--- src/rtl/fuse_ctrl_pkg.sv ---
// fuse_ctrl_pkg: shared types and constants for the fuse read sequencer.
//   fuse_state_e        sequencer states
//   FUSE_T_*            default macro timing, in clock cycles
//   fuse_row_w()        row-address width for a given fuse array depth
//   fuse_cnt_w()        width of the shared phase down-counter
package fuse_ctrl_pkg;

    typedef enum logic [2:0] {
        StIdle,
        StSetup,
        StStrobe,
        StHold,
        StDone
    } fuse_state_e;

    localparam int unsigned FUSE_MEM_SIZE_DEF = 34;
    localparam int unsigned FUSE_T_SETUP      = 2;
    localparam int unsigned FUSE_T_STROBE     = 4;
    localparam int unsigned FUSE_T_HOLD       = 1;

    function automatic int unsigned fuse_row_w(input int unsigned size);
        return (size > 1) ? $clog2(size) : 1;
    endfunction

    // Counter is loaded with T-1, so it only needs to hold max(T)-1.
    function automatic int unsigned fuse_cnt_w(input int unsigned a, input int unsigned b,
                                               input int unsigned c);
        int unsigned m;
        m = a;
        if (b > m) m = b;
        if (c > m) m = c;
        return (m > 1) ? $clog2(m) : 1;
    endfunction

    localparam int unsigned FUSE_ROW_W = fuse_row_w(FUSE_MEM_SIZE_DEF);

endpackage

--- src/rtl/fuse_ctrl.sv ---
// fuse_ctrl: read sequencer in front of the OTP fuse macro.
// Turns a level request plus word address into a timed macro access
// (cs -> setup -> strobe -> hold), range-checks the address and caches the
// last good address so a held request does not re-read the macro.
//   clk_i, rst_ni        clock, async active-low reset
//   req_i, addr_i        level request and fuse word index
//   rdata_o, err_o       last completed result (err_o: address out of range)
//   valid_o              one-cycle pulse when rdata_o/err_o update
//   busy_o               sequencer not idle
//   fuse_cs_o/strobe_o/row_o, fuse_dout_i   fuse macro interface
module fuse_ctrl
    import fuse_ctrl_pkg::*;
#(
    parameter int unsigned FUSE_MEM_SIZE = FUSE_MEM_SIZE_DEF,
    parameter int unsigned T_SETUP       = FUSE_T_SETUP,
    parameter int unsigned T_STROBE      = FUSE_T_STROBE,
    parameter int unsigned T_HOLD        = FUSE_T_HOLD
) (
    input  logic                                 clk_i,
    input  logic                                 rst_ni,
    input  logic                                 req_i,
    input  logic [31:0]                          addr_i,
    output logic [31:0]                          rdata_o,
    output logic                                 valid_o,
    output logic                                 busy_o,
    output logic                                 err_o,
    output logic                                 fuse_cs_o,
    output logic                                 fuse_strobe_o,
    output logic [fuse_row_w(FUSE_MEM_SIZE)-1:0] fuse_row_o,
    input  logic [31:0]                          fuse_dout_i
);

    localparam int unsigned RowW = fuse_row_w(FUSE_MEM_SIZE);
    localparam int unsigned CntW = fuse_cnt_w(T_SETUP, T_STROBE, T_HOLD);

    fuse_state_e       state_q, state_d;
    logic [CntW-1:0]   cnt_q, cnt_d;
    logic [31:0]       addr_q, addr_d;
    logic [31:0]       res_q, res_d;
    logic              res_err_q, res_err_d;
    logic              cache_vld_q, cache_vld_d;
    logic [31:0]       cache_addr_q, cache_addr_d;

    logic [31:0]       rdata_q, rdata_d;
    logic              err_q, err_d;
    logic              valid_q, valid_d;
    logic              busy_q, busy_d;
    logic              cs_q, cs_d;
    logic              strobe_q, strobe_d;
    logic [RowW-1:0]   row_q, row_d;
    logic              active_d;

    // State register and registered outputs.
    always_ff @(posedge clk_i or negedge rst_ni) begin
        if (!rst_ni) begin
            state_q      <= StIdle;
            cnt_q        <= '0;
            addr_q       <= '0;
            res_q        <= '0;
            res_err_q    <= 1'b0;
            cache_vld_q  <= 1'b0;
            cache_addr_q <= '0;
            rdata_q      <= '0;
            err_q        <= 1'b0;
            valid_q      <= 1'b0;
            busy_q       <= 1'b0;
            cs_q         <= 1'b0;
            strobe_q     <= 1'b0;
            row_q        <= '0;
        end else begin
            state_q      <= state_d;
            cnt_q        <= cnt_d;
            addr_q       <= addr_d;
            res_q        <= res_d;
            res_err_q    <= res_err_d;
            cache_vld_q  <= cache_vld_d;
            cache_addr_q <= cache_addr_d;
            rdata_q      <= rdata_d;
            err_q        <= err_d;
            valid_q      <= valid_d;
            busy_q       <= busy_d;
            cs_q         <= cs_d;
            strobe_q     <= strobe_d;
            row_q        <= row_d;
        end
    end

    // Next-state logic; one down-counter times every timed phase.
    always_comb begin
        state_d      = state_q;
        cnt_d        = cnt_q;
        addr_d       = addr_q;
        res_d        = res_q;
        res_err_d    = res_err_q;
        cache_vld_d  = cache_vld_q;
        cache_addr_d = cache_addr_q;
        unique case (state_q)
            StIdle: begin
                if (req_i && (!cache_vld_q || (addr_i != cache_addr_q))) begin
                    addr_d = addr_i;
                    if (addr_i >= 32'(FUSE_MEM_SIZE)) begin
                        // Out of range: never touch the macro.
                        state_d   = StDone;
                        res_d     = '0;
                        res_err_d = 1'b1;
                    end else begin
                        state_d   = StSetup;
                        cnt_d     = CntW'(T_SETUP - 1);
                        res_err_d = 1'b0;
                    end
                end
            end
            StSetup: begin
                if (cnt_q == '0) begin
                    state_d = StStrobe;
                    cnt_d   = CntW'(T_STROBE - 1);
                end else begin
                    cnt_d = cnt_q - CntW'(1);
                end
            end
            StStrobe: begin
                if (cnt_q == '0) begin
                    res_d   = fuse_dout_i;
                    state_d = StHold;
                    cnt_d   = CntW'(T_HOLD - 1);
                end else begin
                    cnt_d = cnt_q - CntW'(1);
                end
            end
            StHold: begin
                if (cnt_q == '0) begin
                    state_d = StDone;
                end else begin
                    cnt_d = cnt_q - CntW'(1);
                end
            end
            StDone: begin
                state_d      = StIdle;
                cache_addr_d = addr_q;
                cache_vld_d  = !res_err_q;
            end
            default: state_d = StIdle;
        endcase
    end

    // Outputs are decoded from the next state so they come straight off flops.
    always_comb begin
        active_d = (state_d == StSetup) || (state_d == StStrobe) || (state_d == StHold);
        cs_d     = active_d;
        strobe_d = (state_d == StStrobe);
        row_d    = active_d ? addr_d[RowW-1:0] : '0;
        busy_d   = (state_d != StIdle);
        valid_d  = (state_d == StDone);
        rdata_d  = valid_d ? res_d : rdata_q;
        err_d    = valid_d ? res_err_d : err_q;
    end

    assign rdata_o       = rdata_q;
    assign err_o         = err_q;
    assign valid_o       = valid_q;
    assign busy_o        = busy_q;
    assign fuse_cs_o     = cs_q;
    assign fuse_strobe_o = strobe_q;
    assign fuse_row_o    = row_q;

endmodule

--- config.mk ---
export PLATFORM = sky130hd
export DESIGN_NAME = fuse_ctrl
export DESIGN_NICKNAME = d
export VERILOG_FILES = /design/src/rtl/fuse_ctrl_pkg.sv /design/src/rtl/fuse_ctrl.sv
export SDC_FILE = /design/constraint.sdc
export NUM_CORES = 1
export LEC_CHECK = 0
export BUFFER_PORTS_ARGS = -buffer_cell sky130_fd_sc_hd__buf_2
export CAP_MARGIN = 20
export CORE_UTILIZATION = 50
export CTS_CLUSTER_DIAMETER = 40
export DETAILED_ROUTE_END_ITERATION = 8
export PLACE_DENSITY = 0.72
export SETUP_SLACK_MARGIN = 0.02
export SLEW_MARGIN = 20
export SYNTH_ARGS = -nofsm -noshare
export SYNTH_HDL_FRONTEND = slang
export SYNTH_SLANG_ARGS = --single-unit
--- constraint.sdc ---
create_clock -name clk_i -period 2.3 [get_ports clk_i]
set_clock_uncertainty 0.2 [all_clocks]
set_input_delay 0.115 -clock clk_i [delete_from_list [all_inputs] [get_ports clk_i]]
set_output_delay 0.115 -clock clk_i [all_outputs]
set_load 0.02 [all_outputs]
==> insert_results.sql <==
INSERT INTO impl_metrics (metric_group, metric, value, unit) VALUES
('run_status', 'run_status', 'finished clean', ''),
('floorplanning', 'ports_placed_on_the_boundary', '110', ''),
('clock_tree', 'cts_inserted_buffers', '17', ''),
('cells_and_area', 'most-common-layout-cells', 'dfrtp_1, nand2_1, buf_2, dlygate4sd3_1, mux2_2', ''),
('floorplanning', 'initial_utilization', '0.517', ''),
('detailed_routing', 'drtPass1Iterations', '4', ''),
('global_routing', 'grt_use_total', '0.249', ''),
('clock_tree', 'clock_tree.buffer_depth', '2', ''),
('cells_and_area', 'commonest_non_fill_non_tap_cell_in_the_layout', 'dfrtp_1', ''),
('sta', 'fmax', '442', 'MHz'),
('place', 'detailed_place_hpwl', '9320', 'µm'),
('logic_synthesis', 'synth.avg_cell_area', '11.3', 'µm²'),
('critical_path', 'critPathArrivalTime', '2.36', 'ns'),
('cells_and_area', 'area_growth_syn_to_layout', '39.0', '%'),
('detailed_routing', 'post_drt_via_cell_ratio', '5.22', ''),
('floorplanning', 'floorplan.die_area', '13000', 'µm²'),
('critical_path', 'critPathMaxFanout', '8', ''),
('clock_tree', 'htree_levels', '4', ''),
('flow_run', 'timing.max_cap.violations', '0', ''),
('detailed_routing', 'first_iter_violations', '300', ''),
('sta', 'final_count_of_hold_timing_violations', '0', ''),
('global_routing', 'grt_util_met2', '0.400', ''),
('clock_tree', 'insertion_delay', '0.42', 'ns'),
('global_routing', 'grt_overflow_total', '0', ''),
('cells_and_area', 'layout.core_utilization', '0.719', ''),
('critical_path', 'worst_setup_path_end_kind', 'flip-flop', ''),
('critical_path', 'gate_family_responsible_for_the_most_delay_along_the_worst_path', 'simple AND/OR/NAND/NOR gates', ''),
('critical_path', 'timing.critical_path.mode_cell', 'buf_6', ''),
('detailed_routing', 'route.antenna.remaining_nets', '0', ''),
('sta', 'fin_crit_sh', '0.984', ''),
('global_routing', 'grt_peak_use_layer', 'met2', ''),
('global_routing', 'grtUsageMet3', '0.0670', ''),
('place', 'dpl_worst_slack', '-0.0385', 'ns'),
('clock_tree', 'numClockSinks', '146', ''),
('critical_path', 'cp.required', '2.40', 'ns'),
('floorplanning', 'die_h', '114', 'µm'),
('floorplanning', 'floorplan.rows', '40', ''),
('pwr', 'total_leakage_power', '0.00394', 'µW'),
('floorplanning', 'die_width', '114', 'µm'),
('logic_synthesis', 'netlist_area', '6270', 'µm²'),
('critical_path', 'worstPathBufferInverterCount', '2', ''),
('floorplanning', 'core_region_area', '12100', 'µm²'),
('critical_path', 'critPathLaunchType', 'flip-flop', ''),
('critical_path', 'timing.critical_path.slowest_stage_cell', 'dfrtp_1', ''),
('logic_synthesis', 'syn-num-nets', '626', ''),
('sta', 'timing.final.setup_violations', '0', ''),
('logic_synthesis', 'synth-warning-count', '0', ''),
('detailed_routing', 'routedWlPerCell', '16.7', 'µm'),
('cells_and_area', 'finalNetCount', '812', ''),
('place', 'globalplace.congestion', '0.773', ''),
('detailed_routing', 'dr_total_vias', '4816', ''),
('critical_path', 'cp_cell_sequence', 'xnor2_2, nand4_1, nor4_4, nand3_4, buf_6, a21oi_4, buf_6, nor3_1', ''),
('cells_and_area', 'n_fill_cell', '878', ''),
('global_routing', 'grt.met1_usage', '0.324', ''),
('global_routing', 'global_route_wire_length_before_repair', '24500', 'µm'),
('global_routing', 'pin_count_of_the_biggest_net_entering_global_routing', '60', ''),
('sta', 'worstMarginPinSlew', '0.566', 'ns'),
('logic_synthesis', 'postSynthCellCount', '556', ''),
('sta', 'slew_violations', '0', ''),
('place', 'port_buffers', '109', ''),
('sta', 'post-route-min-period', '2.26', 'ns'),
('global_routing', 'vias_in_the_first_global_route', '4978', ''),
('critical_path', 'max_stage_delay', '0.41', 'ns'),
('logic_synthesis', 'netlist-cell-type-count', '37', ''),
('logic_synthesis', 'yosysSeqAreaShare', '0.583', ''),
('sta', 'rsz0062_at_grt', 'true', ''),
('sta', 'slew-limit-headroom', '0.623', ''),
('detailed_routing', 'remaining_drc_errors', '0', ''),
('clock_tree', 'cts_tree', 'built', ''),
('pwr', 'power-per-cell-area', '797', 'nW/µm²'),
('detailed_routing', 'routed_wl', '15400', 'µm'),
('global_routing', 'grt_antenna_before_repair', '0', ''),
('sta', 'setup_ws', '0.0369', 'ns'),
('cells_and_area', 'final_layout_size_suffix_gt1_frac', '0.379', ''),
('critical_path', 'crit_type', 'reg2reg', ''),
('pwr', 'max-vdd-ir-drop', '479', 'µV'),
('clock_tree', 'clkTransAtPathRegs', '0.06', 'ns'),
('min_path', 'hp-class', 'in2async', ''),
('clock_tree', 'clock-root-buffer', 'clkbuf_16', ''),
('cells_and_area', 'diodes', '0', ''),
('logic_synthesis', 'yosys_register_bits', '146', '');
## layout make-up
class / count / area, µm² / area share
flip-flops and latches: 146 / 3650 / 0.420
multi-input cells: 373 / 2620 / 0.301
repair buffers: 199 / 1530 / 0.175
clock buffers: 22 / 474 / 0.0545
well taps: 168 / 210 / 0.0241
clock inverters: 10 / 203 / 0.0233
inverters: 5 / 18.8 / 0.00216
## through the flow
stage                     hold slack, ns  setup TNS, ns  power (µW)  instance area (µm²)  cells
after floorplan                   -0.381              0        3380                 6270    556
after CTS                         0.0554              0        6910                 8480    920
final                             0.0354              0        6940                 8710    923
after global routing              0.0784          -1.03        7180                 8710    923
after detailed placement         -0.0781         -0.184        3660                 7100    819
after global placement           -0.0789              0        3620                 7100    819
## synth_stat cells (all sizes together)
| library cell | instances | area [µm²] |
|---|---|---|
| nand3 | 4 | 32.5 |
| mux2i | 2 | 20.0 |
| a31oi | 1 | 6.26 |
| nand2b | 3 | 18.8 |
| nor2 | 13 | 48.8 |
| inv | 5 | 18.8 |
| nand2 | 135 | 514 |
| o22a | 1 | 8.76 |
| ha | 3 | 37.5 |
| o21ai | 33 | 165 |
| nor4 | 8 | 56.3 |
| a21oi | 41 | 322 |
| nand3b | 1 | 7.51 |
| or3 | 2 | 12.5 |
| dfrtp | 146 | 3650 |
| xor2 | 5 | 43.8 |
| and2 | 1 | 6.26 |
| nor3 | 16 | 90.1 |
| or4 | 1 | 7.51 |
| nand4 | 7 | 43.8 |
| a211o | 1 | 8.76 |
| o22ai | 2 | 12.5 |
| buf | 10 | 87.6 |
| or2 | 1 | 6.26 |
| mux2 | 60 | 676 |
| clkbuf | 22 | 85.1 |
| xnor2 | 28 | 245 |
| and3 | 3 | 23.8 |
| nor3b | 1 | 7.51 |
## registers in the layout, indices dropped and copies added, names as in the netlist, 2 cells and up
signal        flops
cnt_q             2
fuse_row_o        6
addr_q           32
state_q           3
res_q            32
rdata_o          32
cache_addr_q     32
## kinds of logic after synthesis
| family | after synthesis | synth area share |
|---|---|---|
| flip-flops | 146 | 0.583 |
| AND/OR/NAND/NOR | 196 | 0.140 |
| AO/OA/AOI/OAI | 79 | 0.0835 |
| adder cells (fa/ha/maj) | 3 | 0.00599 |
| multiplexers | 62 | 0.111 |
| buffers and inverters | 37 | 0.0306 |
| XOR/XNOR | 33 | 0.0461 |
## metal layers
layer / up-vias / wire (µm)
met4: 0 / 386
li1: 2248 / -
met2: 141 / 7630
met1: 2396 / 6550
met3: 31 / 823
met5: - / 0
## power by group
group          switching, µW  leakage, µW  internal (µW)
Sequential               147      0.00186           2790
Clock                   1030     0.000330           2110
Combinational            365      0.00175            495
## path summary, 6_finish.rpt
path	endpoint	depth (start not counted)	start	slack, ns
worst max register to register	fuse_row_o[3]	8	cache_addr_q[6]	0.04
min in group clk_i	state_q[0]	5	addr_i[16]	0.17
worst min register to register	cache_vld_q	1	res_err_q	0.26
max in group asynchronous	rdata_o[12]	3	rst_ni	1.19
worst max-delay path	fuse_row_o[3]	8	cache_addr_q[6]	0.04
worst min-delay path	addr_q[31]	2	rst_ni	0.04
## worst register-to-register path, stage by stage (launching register included)
cell	delay (ns)
dfrtp_1	0.41
xnor2_2	0.18
nand4_1	0.19
nor4_4	0.38
nand3_4	0.16
buf_6	0.17
a21oi_4	0.21
buf_6	0.17
nor3_1	0.05
## timing repair
item,4_1_cts,5_1_grt
hold buffers,66,0
buffers inserted,3,2
endpoints found under the setup margin,34,70
hold endpoints to repair,218,0
cloned,0,1
resized for setup,5,65
pin swaps,5,18
No activity file was read; power rests on OpenSTA's default activity.
